--- config.mk ---
export PLATFORM = sky130hd
export DESIGN_NAME = pr_read_arbiter
export DESIGN_NICKNAME = d
export VERILOG_FILES = /design/src/rtl/pr_read_arbiter.sv
export SDC_FILE = /design/constraint.sdc
export NUM_CORES = 1
export LEC_CHECK = 0
export ABC_AREA = 1
export CAP_MARGIN = 5
export CORE_AREA = 3 3 506 508
export CTS_CLUSTER_SIZE = 20
export DETAILED_ROUTE_END_ITERATION = 6
export DIE_AREA = 0 0 509 511
export MAX_ROUTING_LAYER = met4
export PLACE_DENSITY = 0.3
export REMOVE_ABC_BUFFERS = 1
export SLEW_MARGIN = 20
export SYNTH_ARGS = -nofsm -noshare
export SYNTH_HDL_FRONTEND = slang
export SYNTH_SLANG_ARGS = --single-unit
--- constraint.sdc ---
create_clock -name clk_i -period 4.4 [get_ports clk_i]
set_clock_uncertainty 0.2 [all_clocks]
set_input_delay 0.88 -clock clk_i [delete_from_list [all_inputs] [get_ports clk_i]]
set_output_delay 0.88 -clock clk_i [all_outputs]
set_load 0.01 [all_outputs]
--- src/rtl/pr_read_arbiter.sv ---
// ---------------------------------------------------------------------------
// pr_read_arbiter
//
// Purpose:
//   Shares one AXI read channel (AR/R) between NUM_REQ PageRank fetch engines
//   (req 0 = vertex fetcher, req 1 = in-edge fetcher). Requests are granted
//   round-robin, and each granted burst is tagged with arid = requester index.
//   Returning R beats are routed back to their requester by rid_m. Each
//   requester may have at most MAX_OUTST bursts outstanding. Any malformed
//   response sets a sticky error flag.
//
// Ports:
//   clk_i, rst_i                 clock and synchronous active-high reset
//   req_arvalid_i   [N]          per-requester read request valid
//   req_araddr_i    [N*64]       request address, requester i at [64*i +: 64]
//   req_arlen_i     [N*8]        burst length-1, requester i at [8*i +: 8]
//   req_arready_o   [N]          request accepted this cycle (one-hot or zero)
//   resp_valid_o    [N]          R beat valid for requester i
//   resp_data_o     [512]        R beat data, shared by all requesters
//   resp_last_o                  last beat of the burst
//   resp_ready_i    [N]          requester i accepts the beat
//   arid_m_o, araddr_m_o, arlen_m_o, arsize_m_o, arvalid_m_o, arready_m_i
//                                AXI AR channel (arsize fixed at 64 bytes)
//   rid_m_i, rdata_m_i, rresp_m_i, rlast_m_i, rvalid_m_i, rready_m_o
//                                AXI R channel
//   err_o                        sticky error, cleared only by reset
// ---------------------------------------------------------------------------
module pr_read_arbiter #(
  parameter int NUM_REQ   = 2,
  parameter int MAX_OUTST = 8
) (
  input  logic                    clk_i,
  input  logic                    rst_i,

  input  logic [NUM_REQ-1:0]      req_arvalid_i,
  input  logic [NUM_REQ*64-1:0]   req_araddr_i,
  input  logic [NUM_REQ*8-1:0]    req_arlen_i,
  output logic [NUM_REQ-1:0]      req_arready_o,

  output logic [NUM_REQ-1:0]      resp_valid_o,
  output logic [511:0]            resp_data_o,
  output logic                    resp_last_o,
  input  logic [NUM_REQ-1:0]      resp_ready_i,

  output logic [15:0]             arid_m_o,
  output logic [63:0]             araddr_m_o,
  output logic [7:0]              arlen_m_o,
  output logic [2:0]              arsize_m_o,
  output logic                    arvalid_m_o,
  input  logic                    arready_m_i,

  input  logic [15:0]             rid_m_i,
  input  logic [511:0]            rdata_m_i,
  input  logic [1:0]              rresp_m_i,
  input  logic                    rlast_m_i,
  input  logic                    rvalid_m_i,
  output logic                    rready_m_o,

  output logic                    err_o
);

  localparam int         IW          = (NUM_REQ > 1) ? $clog2(NUM_REQ) : 1;
  localparam logic [7:0] MAX_OUTST_C = 8'(MAX_OUTST);

  typedef enum logic {
    ST_IDLE  = 1'b0,
    ST_ISSUE = 1'b1
  } state_e;

  // -------------------------------------------------------------------------
  // Registers
  // -------------------------------------------------------------------------
  state_e        state_q;
  logic [IW-1:0] rr_q;
  logic [7:0]    outst_q [NUM_REQ];
  logic          arvalid_q;
  logic [15:0]   arid_q;
  logic [63:0]   araddr_q;
  logic [7:0]    arlen_q;
  logic          err_q;

  // Next-state values
  logic [IW-1:0] rr_d;
  logic [7:0]    outst_d [NUM_REQ];
  logic          err_d;

  // -------------------------------------------------------------------------
  // Round-robin grant
  // -------------------------------------------------------------------------
  logic [NUM_REQ-1:0] elig;
  logic               gnt_any;
  logic [IW-1:0]      gnt_idx;
  logic [IW:0]        scan_sum;
  logic               gnt;

  always_comb begin
    elig     = '0;
    gnt_any  = 1'b0;
    gnt_idx  = '0;
    scan_sum = '0;
    for (int i = 0; i < NUM_REQ; i++) begin
      elig[i] = req_arvalid_i[i] && (outst_q[i] < MAX_OUTST_C);
    end
    // Walk offsets from the far end back toward rr_q so that the eligible
    // requester closest to the pointer is the last one written and wins.
    for (int k = NUM_REQ - 1; k >= 0; k--) begin
      scan_sum = {1'b0, rr_q} + (IW+1)'(k);
      if (scan_sum >= (IW+1)'(NUM_REQ)) begin
        scan_sum = scan_sum - (IW+1)'(NUM_REQ);
      end
      if (elig[scan_sum[IW-1:0]]) begin
        gnt_any = 1'b1;
        gnt_idx = scan_sum[IW-1:0];
      end
    end
  end

  // Grants are only offered while no AR is pending, and never during reset.
  assign gnt = (state_q == ST_IDLE) && gnt_any && !rst_i;

  always_comb begin
    req_arready_o = '0;
    for (int i = 0; i < NUM_REQ; i++) begin
      req_arready_o[i] = gnt && (gnt_idx == IW'(i));
    end
  end

  // Select the granted requester's address and length.
  logic [63:0] sel_addr;
  logic [7:0]  sel_len;

  always_comb begin
    sel_addr = '0;
    sel_len  = '0;
    for (int i = 0; i < NUM_REQ; i++) begin
      if (gnt_idx == IW'(i)) begin
        sel_addr = req_araddr_i[64*i +: 64];
        sel_len  = req_arlen_i[8*i +: 8];
      end
    end
  end

  always_comb begin
    if (gnt_idx == IW'(NUM_REQ - 1)) begin
      rr_d = '0;
    end else begin
      rr_d = gnt_idx + IW'(1);
    end
  end

  // -------------------------------------------------------------------------
  // R channel routing
  // -------------------------------------------------------------------------
  logic          rid_ok;
  logic [IW-1:0] rid_idx;
  logic          r_hs;
  logic          last_hs;
  logic          dec_ok;
  logic          err_set;

  assign rid_ok  = (rid_m_i < 16'(NUM_REQ));
  assign rid_idx = rid_m_i[IW-1:0];

  always_comb begin
    resp_valid_o = '0;
    for (int i = 0; i < NUM_REQ; i++) begin
      resp_valid_o[i] = rvalid_m_i && rid_ok && (rid_idx == IW'(i));
    end
  end

  // Beats with an unknown id are swallowed so the interconnect never stalls.
  assign rready_m_o  = rid_ok ? resp_ready_i[rid_idx] : 1'b1;
  assign resp_data_o = rdata_m_i;
  assign resp_last_o = rlast_m_i;

  assign r_hs    = rvalid_m_i && rready_m_o;
  assign last_hs = r_hs && rlast_m_i && rid_ok;
  // A last beat for a requester with no credit in use (e.g. a burst issued
  // before reset) must not wrap the counter.
  assign dec_ok  = last_hs && (outst_q[rid_idx] != 8'd0);

  assign err_set = (r_hs && !rid_ok)
                || (r_hs && (rresp_m_i != 2'b00))
                || (last_hs && (outst_q[rid_idx] == 8'd0));

  assign err_d = err_q || err_set;

  // -------------------------------------------------------------------------
  // Credit counters
  // -------------------------------------------------------------------------
  always_comb begin
    for (int i = 0; i < NUM_REQ; i++) begin
      outst_d[i] = outst_q[i]
                 + {7'd0, (gnt && (gnt_idx == IW'(i)))}
                 - {7'd0, (dec_ok && (rid_idx == IW'(i)))};
    end
  end

  // -------------------------------------------------------------------------
  // State and registered outputs
  // -------------------------------------------------------------------------
  always_ff @(posedge clk_i) begin
    if (rst_i) begin
      state_q   <= ST_IDLE;
      rr_q      <= '0;
      arvalid_q <= 1'b0;
      arid_q    <= '0;
      araddr_q  <= '0;
      arlen_q   <= '0;
      err_q     <= 1'b0;
      for (int i = 0; i < NUM_REQ; i++) begin
        outst_q[i] <= '0;
      end
    end else begin
      case (state_q)
        ST_IDLE: begin
          if (gnt) begin
            state_q   <= ST_ISSUE;
            arvalid_q <= 1'b1;
            arid_q    <= 16'(gnt_idx);
            araddr_q  <= sel_addr;
            arlen_q   <= sel_len;
            rr_q      <= rr_d;
          end
        end
        ST_ISSUE: begin
          // AR fields hold until the slave takes them.
          if (arready_m_i) begin
            state_q   <= ST_IDLE;
            arvalid_q <= 1'b0;
          end
        end
        default: begin
          state_q   <= ST_IDLE;
          arvalid_q <= 1'b0;
        end
      endcase
      for (int i = 0; i < NUM_REQ; i++) begin
        outst_q[i] <= outst_d[i];
      end
      err_q <= err_d;
    end
  end

  assign arvalid_m_o = arvalid_q;
  assign arid_m_o    = arid_q;
  assign araddr_m_o  = araddr_q;
  assign arlen_m_o   = arlen_q;
  assign arsize_m_o  = 3'b110;
  assign err_o       = err_q;

endmodule

==> results of run 1 <==
[logic make-up (layout without fill, tap and decap cells)]
group,after synthesis,after routing,share of synthesized area (%)
AOI/OAI and AO/OA,108,108,6.29
xor gates and xnor gates,1,1,0.0963
adders and majority gates,24,24,3.47
buffers and inverters,628,325,49.0
DFF,93,93,20.5
other,2,26,0.0826
and+or+nand+nor,459,459,20.6
[through the flow]
step | area [um2] | TNS, ns | util [%] | hold slack (ns) | worst slack, ns
after floorplan | 4880 | -3.32 | - | 0.234 | -0.640
after global placement | 11700 | 0 | 4.64 | 0.252 | 0.351
after detailed placement | 11700 | 0 | 4.64 | 0.256 | 0.312
after CTS | 12000 | 0 | 4.77 | 0.269 | 0.574
after global routing | 12000 | 0 | 4.78 | 0.284 | 0.409
final | 12000 | 0 | 4.78 | 0.267 | 0.645
[final cells by class]
cell class | count | area (um2) | share of cell area (%)
repair buffers | 261 | 2610 | 21.7
diodes | 8 | 20.0 | 0.166
well taps | 3348 | 4190 | 34.8
inverters | 48 | 181 | 1.51
flip-flops and latches | 93 | 1860 | 15.5
clock buffers | 10 | 229 | 1.90
clock inverters | 6 | 97.6 | 0.811
multi-input cells | 610 | 2850 | 23.7
[cell usage after synthesis (2+ instances only)]
master | count | area (um2)
a21o_1 | 2 | 15.0
a21oi_1 | 88 | 440
a31oi_1 | 2 | 12.5
buf_2 | 26 | 130
buf_4 | 534 | 4010
buf_6 | 6 | 67.6
clkbuf_1 | 12 | 45.0
conb_1 | 2 | 7.51
dfxtp_1 | 93 | 1860
fa_1 | 2 | 40.0
ha_1 | 22 | 275
inv_1 | 43 | 161
inv_2 | 5 | 18.8
nand2_1 | 327 | 1230
nand3_1 | 87 | 435
nand4_1 | 3 | 18.8
nor2_1 | 30 | 113
nor3_1 | 4 | 20.0
nor4_1 | 2 | 12.5
o21ai_0 | 10 | 50.1
o21bai_1 | 4 | 30.0
[sequential cells by signal (all words and copies together) (netlist names)]
| signal | count |
|---|---|
| araddr_m_o | 64 |
| outst_q | 16 |
| arlen_m_o | 8 |
| arid_m_o | 1 |
| arvalid_m_o | 1 |
| err_o | 1 |
| rr_q | 1 |
| state_q | 1 |
[final timing paths]
kind | to | depth (start not counted)
setup reg to reg | outst_q[0][6] | 16
setup / recovery | req_arready_o[1] | 10
hold / removal | araddr_m_o[23] | 2
hold reg to reg | araddr_m_o[23] | 2
[critical path: stages]
cell and delay, ns:
clkdlybuf4s50_1 0.48, nand2_1 0.05, inv_1 0.07, nand2_1 0.05
nand2_1 0.11, nand3_4 0.08, clkinv_2 0.20, nand2_1 0.10
inv_1 0.10, clkdlybuf4s50_1 0.55
[where the power goes]
part / switching [mW] / internal [mW]
sequential: 0.109 / 1.04
combinational: 1.75 / 0.875
clock: 0.499 / 0.511
total: 2.35 / 2.43
[metal layers]
| layer | part of all wire [%] | up-vias | wire length, um | GRT usage, % |
|---|---|---|---|---|
| li1 | - | 2970 | - | - |
| met1 | 7.5 | 3638 | 26100 | 4.91 |
| met2 | 52 | 2083 | 183000 | 48.2 |
| met3 | 34 | 150 | 120000 | 43.1 |
| met4 | 5.9 | 0 | 20700 | 12.7 |
| met5 | 0 | - | 0 | - |
==> metrics.txt, run 1 <==
status finished clean; Hold Crit Start araddr_m_o[23]; total number of vias 8,841; Worst Max-Slew Pin Slew 0.910 ns; core box area 252,000 um2; Final Max Tran Viols 0; Post-Place Cells 4,360; grt ovf 0; CP max FO 14; R2R setup slack 1.29 ns; commonest register cell after synthesis dfxtp_1; CTS tree yes; Routed WL 350,000 um; Post-synth EDFFs 0; layout cells sized above 1 3.60%; CTS clk-pin slew, worst paths 0.08 ns; Die Span X 509 um; unrepaired setup endpoints after global routing no; initial core utilization 3.61%; port bufs 251; FP Rows 184; worst setup path class in2out; share of flip-flops with an asynchronous set or reset 0%; CP startpoint kind primary input; clk sinks 93; fin cells 4,384; Clock Tree Root clkbuf_16; # DRC 0; PD cells 397 nW/um2; worst min path class reg2reg; Mapped Area 9100 um2; commonest non-fill, non-tap cells in the layout nand2_1, clkdlybuf4s50_1, dfxtp_1; Boundary Pins 1,294; FF-to-FF Start outst_q[0][4]; number of global-route vias before repair 7,431; die height 511 um; most common cell after layout, fill and taps aside nand2_1; total CTS buffers 9; Leakage 3.47 nW; first-pass GRT wire length 367,000 um; synthesized netlist cell count 1,315; Post-CTS Setup Inserts 0; CP Capture Type output port; total track usage 26.8%; pin count of the biggest net entering global routing 73; Max transition margin 39.4%; # fillers 29,900; Post-CTS Hold Buffers 0; first-pass iteration count of the detailed router 6; Worst Path Arrival 2.67 ns; Total Nets Final 1,730; area growth from synthesis to layout 32.3%; CTS resizes 0; VDD IR max 0.000224 V; Min Clock Period, post-route 3.75 ns; final hold viol count 0; Setup Viol. Count Final 0; sequential area share after synthesis 20.5%; Period Utilization, post-route 85.3%; Netlist cell types 32; Initial DRC Count 733; Detailed Place HPWL 340,000 um; Synth Area per Inst 6.92 um2; H-tree depth 3; # Max-Cap Violations 0; Placer Congestion 1.41; synth warn 0; worst skew pair latency 0.43 ns; Max Freq 266 MHz; number of synthesized register bits 93; CP Data Required Time 3.32 ns; clk buf depth 2; initial antenna violation count 11; crit path from req_arvalid_i[0]; wire per inst 79.8 um; Power Total 4.78 mW; full die area 260,000 um2; Routed Antenna Nets 0; vias per cell 2.02
Note: power is estimated with default switching activity, not from simulation.
==> run 2, diff against run 1 <==
--- a/config.mk
+++ b/config.mk
@@ -8,10 +8,12 @@
 export ABC_AREA = 1
 export CAP_MARGIN = 5
-export CORE_AREA = 3 3 506 508
+export CELL_PAD_IN_SITES_DETAIL_PLACEMENT = 1
+export CELL_PAD_IN_SITES_GLOBAL_PLACEMENT = 2
+export CORE_AREA = 3 3 509 511
 export CTS_CLUSTER_SIZE = 20
 export DETAILED_ROUTE_END_ITERATION = 6
-export DIE_AREA = 0 0 509 511
+export DIE_AREA = 0 0 512 514
 export MAX_ROUTING_LAYER = met4
-export PLACE_DENSITY = 0.3
+export PLACE_DENSITY = 0.42
 export REMOVE_ABC_BUFFERS = 1
 export SLEW_MARGIN = 20
--- a/constraint.sdc
+++ b/constraint.sdc
@@ -3,3 +3,3 @@
 set_input_delay 0.88 -clock clk_i [delete_from_list [all_inputs] [get_ports clk_i]]
 set_output_delay 0.88 -clock clk_i [all_outputs]
-set_load 0.01 [all_outputs]
+set_load 0.05 [all_outputs]
==> run 2 against run 1 <==
Effect of this change:
- global-route usage is 0.78 points lower
- final area is essentially flat
- core utilization fell by 0.052 points
- critical endpoint is now resp_valid_o[0]
- sequential share of layout area hardly changed
- first-iteration DRC count shrank 6.4%
==> metrics.txt, run 2 (synthesis results as in run 1) <==
status finished clean; CTS clk-pin slew, worst paths 0.08 ns (about the same); first-pass GRT wire length 363,000 um (-1.2%); H-tree depth 3 (unchanged); initial antenna violation count 3 (-8); total number of vias 9,363 (+5.9%); Initial DRC Count 686 (-6.4%); final hold viol count 0 (unchanged); Leakage 3.46 nW (-0.23%); worst min path class reg2reg; Boundary Pins 1,294 (unchanged); pin count of the biggest net entering global routing 73 (unchanged); CP max FO 3 (-11); crit path to resp_valid_o[0]; first-pass iteration count of the detailed router 4 (-2); wire per inst 78.0 um (-2.2%); r2r worst-path depth 16 (unchanged); max reg flops 64 (unchanged); vias per cell 2.13 (+5.5%); full die area 263,000 um2 (+1.2%); clk buf depth 2 (unchanged); fin cells 4,400 (+0.36%); R2R setup slack 1.40 ns (+0.11 ns); Min Clock Period, post-route 3.98 ns (+0.229 ns); Routed Antenna Nets 0 (unchanged); Period Utilization, post-route 90.5% (+5.2 points); crit path from rid_m_i[5]; # DRC 0 (unchanged); Crit Reg-Reg Endpoint outst_q[0][6]; FF-to-FF Start outst_q[0][4]; die height 514 um (+0.59%); grt ovf 0 (unchanged); Worst Max-Slew Pin Slew 1.08 ns (+0.167 ns); Routed WL 343,000 um (-1.8%); initial core utilization 3.58% (-0.039 points); unrepaired setup endpoints after global routing no; commonest non-fill, non-tap cells in the layout nand2_1, clkdlybuf4s50_1, dfxtp_1; Max transition margin 28.0% (-11 points); Post-CTS Hold Buffers 0 (unchanged); CP Data Required Time 3.32 ns (about the same); CP startpoint kind primary input; Placer Congestion 1.50 (+5.9%); Worst Path Arrival 2.90 ns (+0.23 ns); flip-flop and latch area 1860 um2 (unchanged); clk sinks 93 (unchanged); FP Rows 185 (+0.54%); number of global-route vias before repair 7,835 (+5.4%); most common cell after layout, fill and taps aside nand2_1; total negative slack 0 ns (unchanged); CP Capture Type output port; total CTS buffers 9 (unchanged); Detailed Place HPWL 333,000 um (-2.1%); Die Span X 512 um (+0.59%); area growth from synthesis to layout 32.3% (about the same); CTS resizes 0 (unchanged); port bufs 251 (unchanged); # Max-Cap Violations 0 (unchanged); VDD IR max 0.000214 V (-4.2%); Final Max Tran Viols 0 (unchanged); Total Nets Final 1,730 (unchanged); total track usage 26.0% (-0.78 points); # fillers 30,400 (+1.7%); Post-Place Cells 4,378 (+0.41%); CTS tree yes; Max Freq 251 MHz (-5.8%); worst setup path class in2out; PD cells 427 nW/um2 (+7.5%); layout cells sized above 1 3.89% (+0.29 points); Multi-input gate area 2850 um2 (unchanged); worst skew pair latency 0.44 ns (about the same); Clock Tree Root clkbuf_16; core box area 254,000 um2 (+1.1%); Setup Viol. Count Final 0 (unchanged); Post-CTS Setup Inserts 0 (unchanged)
-- run 2: where the power goes --
group	internal, mW	leakage (nW)	switching, mW	total [mW]
sequential	1.04	0.758	0.116	1.16
clock	0.406	0.145	0.539	0.945
combinational	0.881	2.56	2.16	3.04
total	2.33	3.46	2.81	5.14
-- run 2: worst min-delay path by stage --
stage | cells past startpoint | from | to | slack (ns)
CTS | 2 | araddr_m_o[1] | araddr_m_o[1] | 0.27
floorplan | 2 | rr_q | rr_q | 0.23
global route | 2 | araddr_m_o[46] | araddr_m_o[46] | 0.29
global placement | 2 | araddr_m_o[62] | araddr_m_o[62] | 0.25
finish | 2 | araddr_m_o[62] | araddr_m_o[62] | 0.27
detailed placement | 2 | araddr_m_o[1] | araddr_m_o[1] | 0.26
-- run 2: cell type report --
| type | instances | area share [%] |
|---|---|---|
| tap | 3366 | 35.0 |
| antenna | 6 | 0.125 |
| timing repair buffer | 261 | 21.7 |
| clock inverter | 7 | 0.624 |
| clock buffer | 9 | 1.87 |
| sequential | 93 | 15.5 |
| multi-input combinational | 610 | 23.7 |
| inverter | 48 | 1.51 |
-- run 2: worst max-delay path, cell delays in order --
cell and delay [ns]:
clkdlybuf4s50_1 0.40, nor2_1 0.11, nand2_1 0.06, nor2_1 0.20, nand2_1 0.09, nor2_1 0.18
inv_1 0.09, nor2_1 0.09, clkdlybuf4s50_1 0.81
-- run 2: layer usage --
layer  up-vias  track usage, %  part of all wire (%)
met5         -               -                     0
met1      3951            4.75                   7.7
met2      2353            48.8                    54
met3        82            43.7                    36
li1       2977               -                     -
met4         0            5.33                   2.5
-- run 2: stage by stage --
step                cell area [um2]  power [mW]  setup WS (ns)  util [%]  hold WS (ns)
global placement              11700        4.35          0.257      4.61         0.251
finish                        12000        5.14          0.416      4.73         0.268
CTS                           12000        5.39          0.356      4.72         0.272
detailed placement            11700        4.35          0.277      4.61         0.257
global route                  12000        5.57          0.177      4.73         0.293
floorplan                      4880        2.83         -0.930         -         0.234
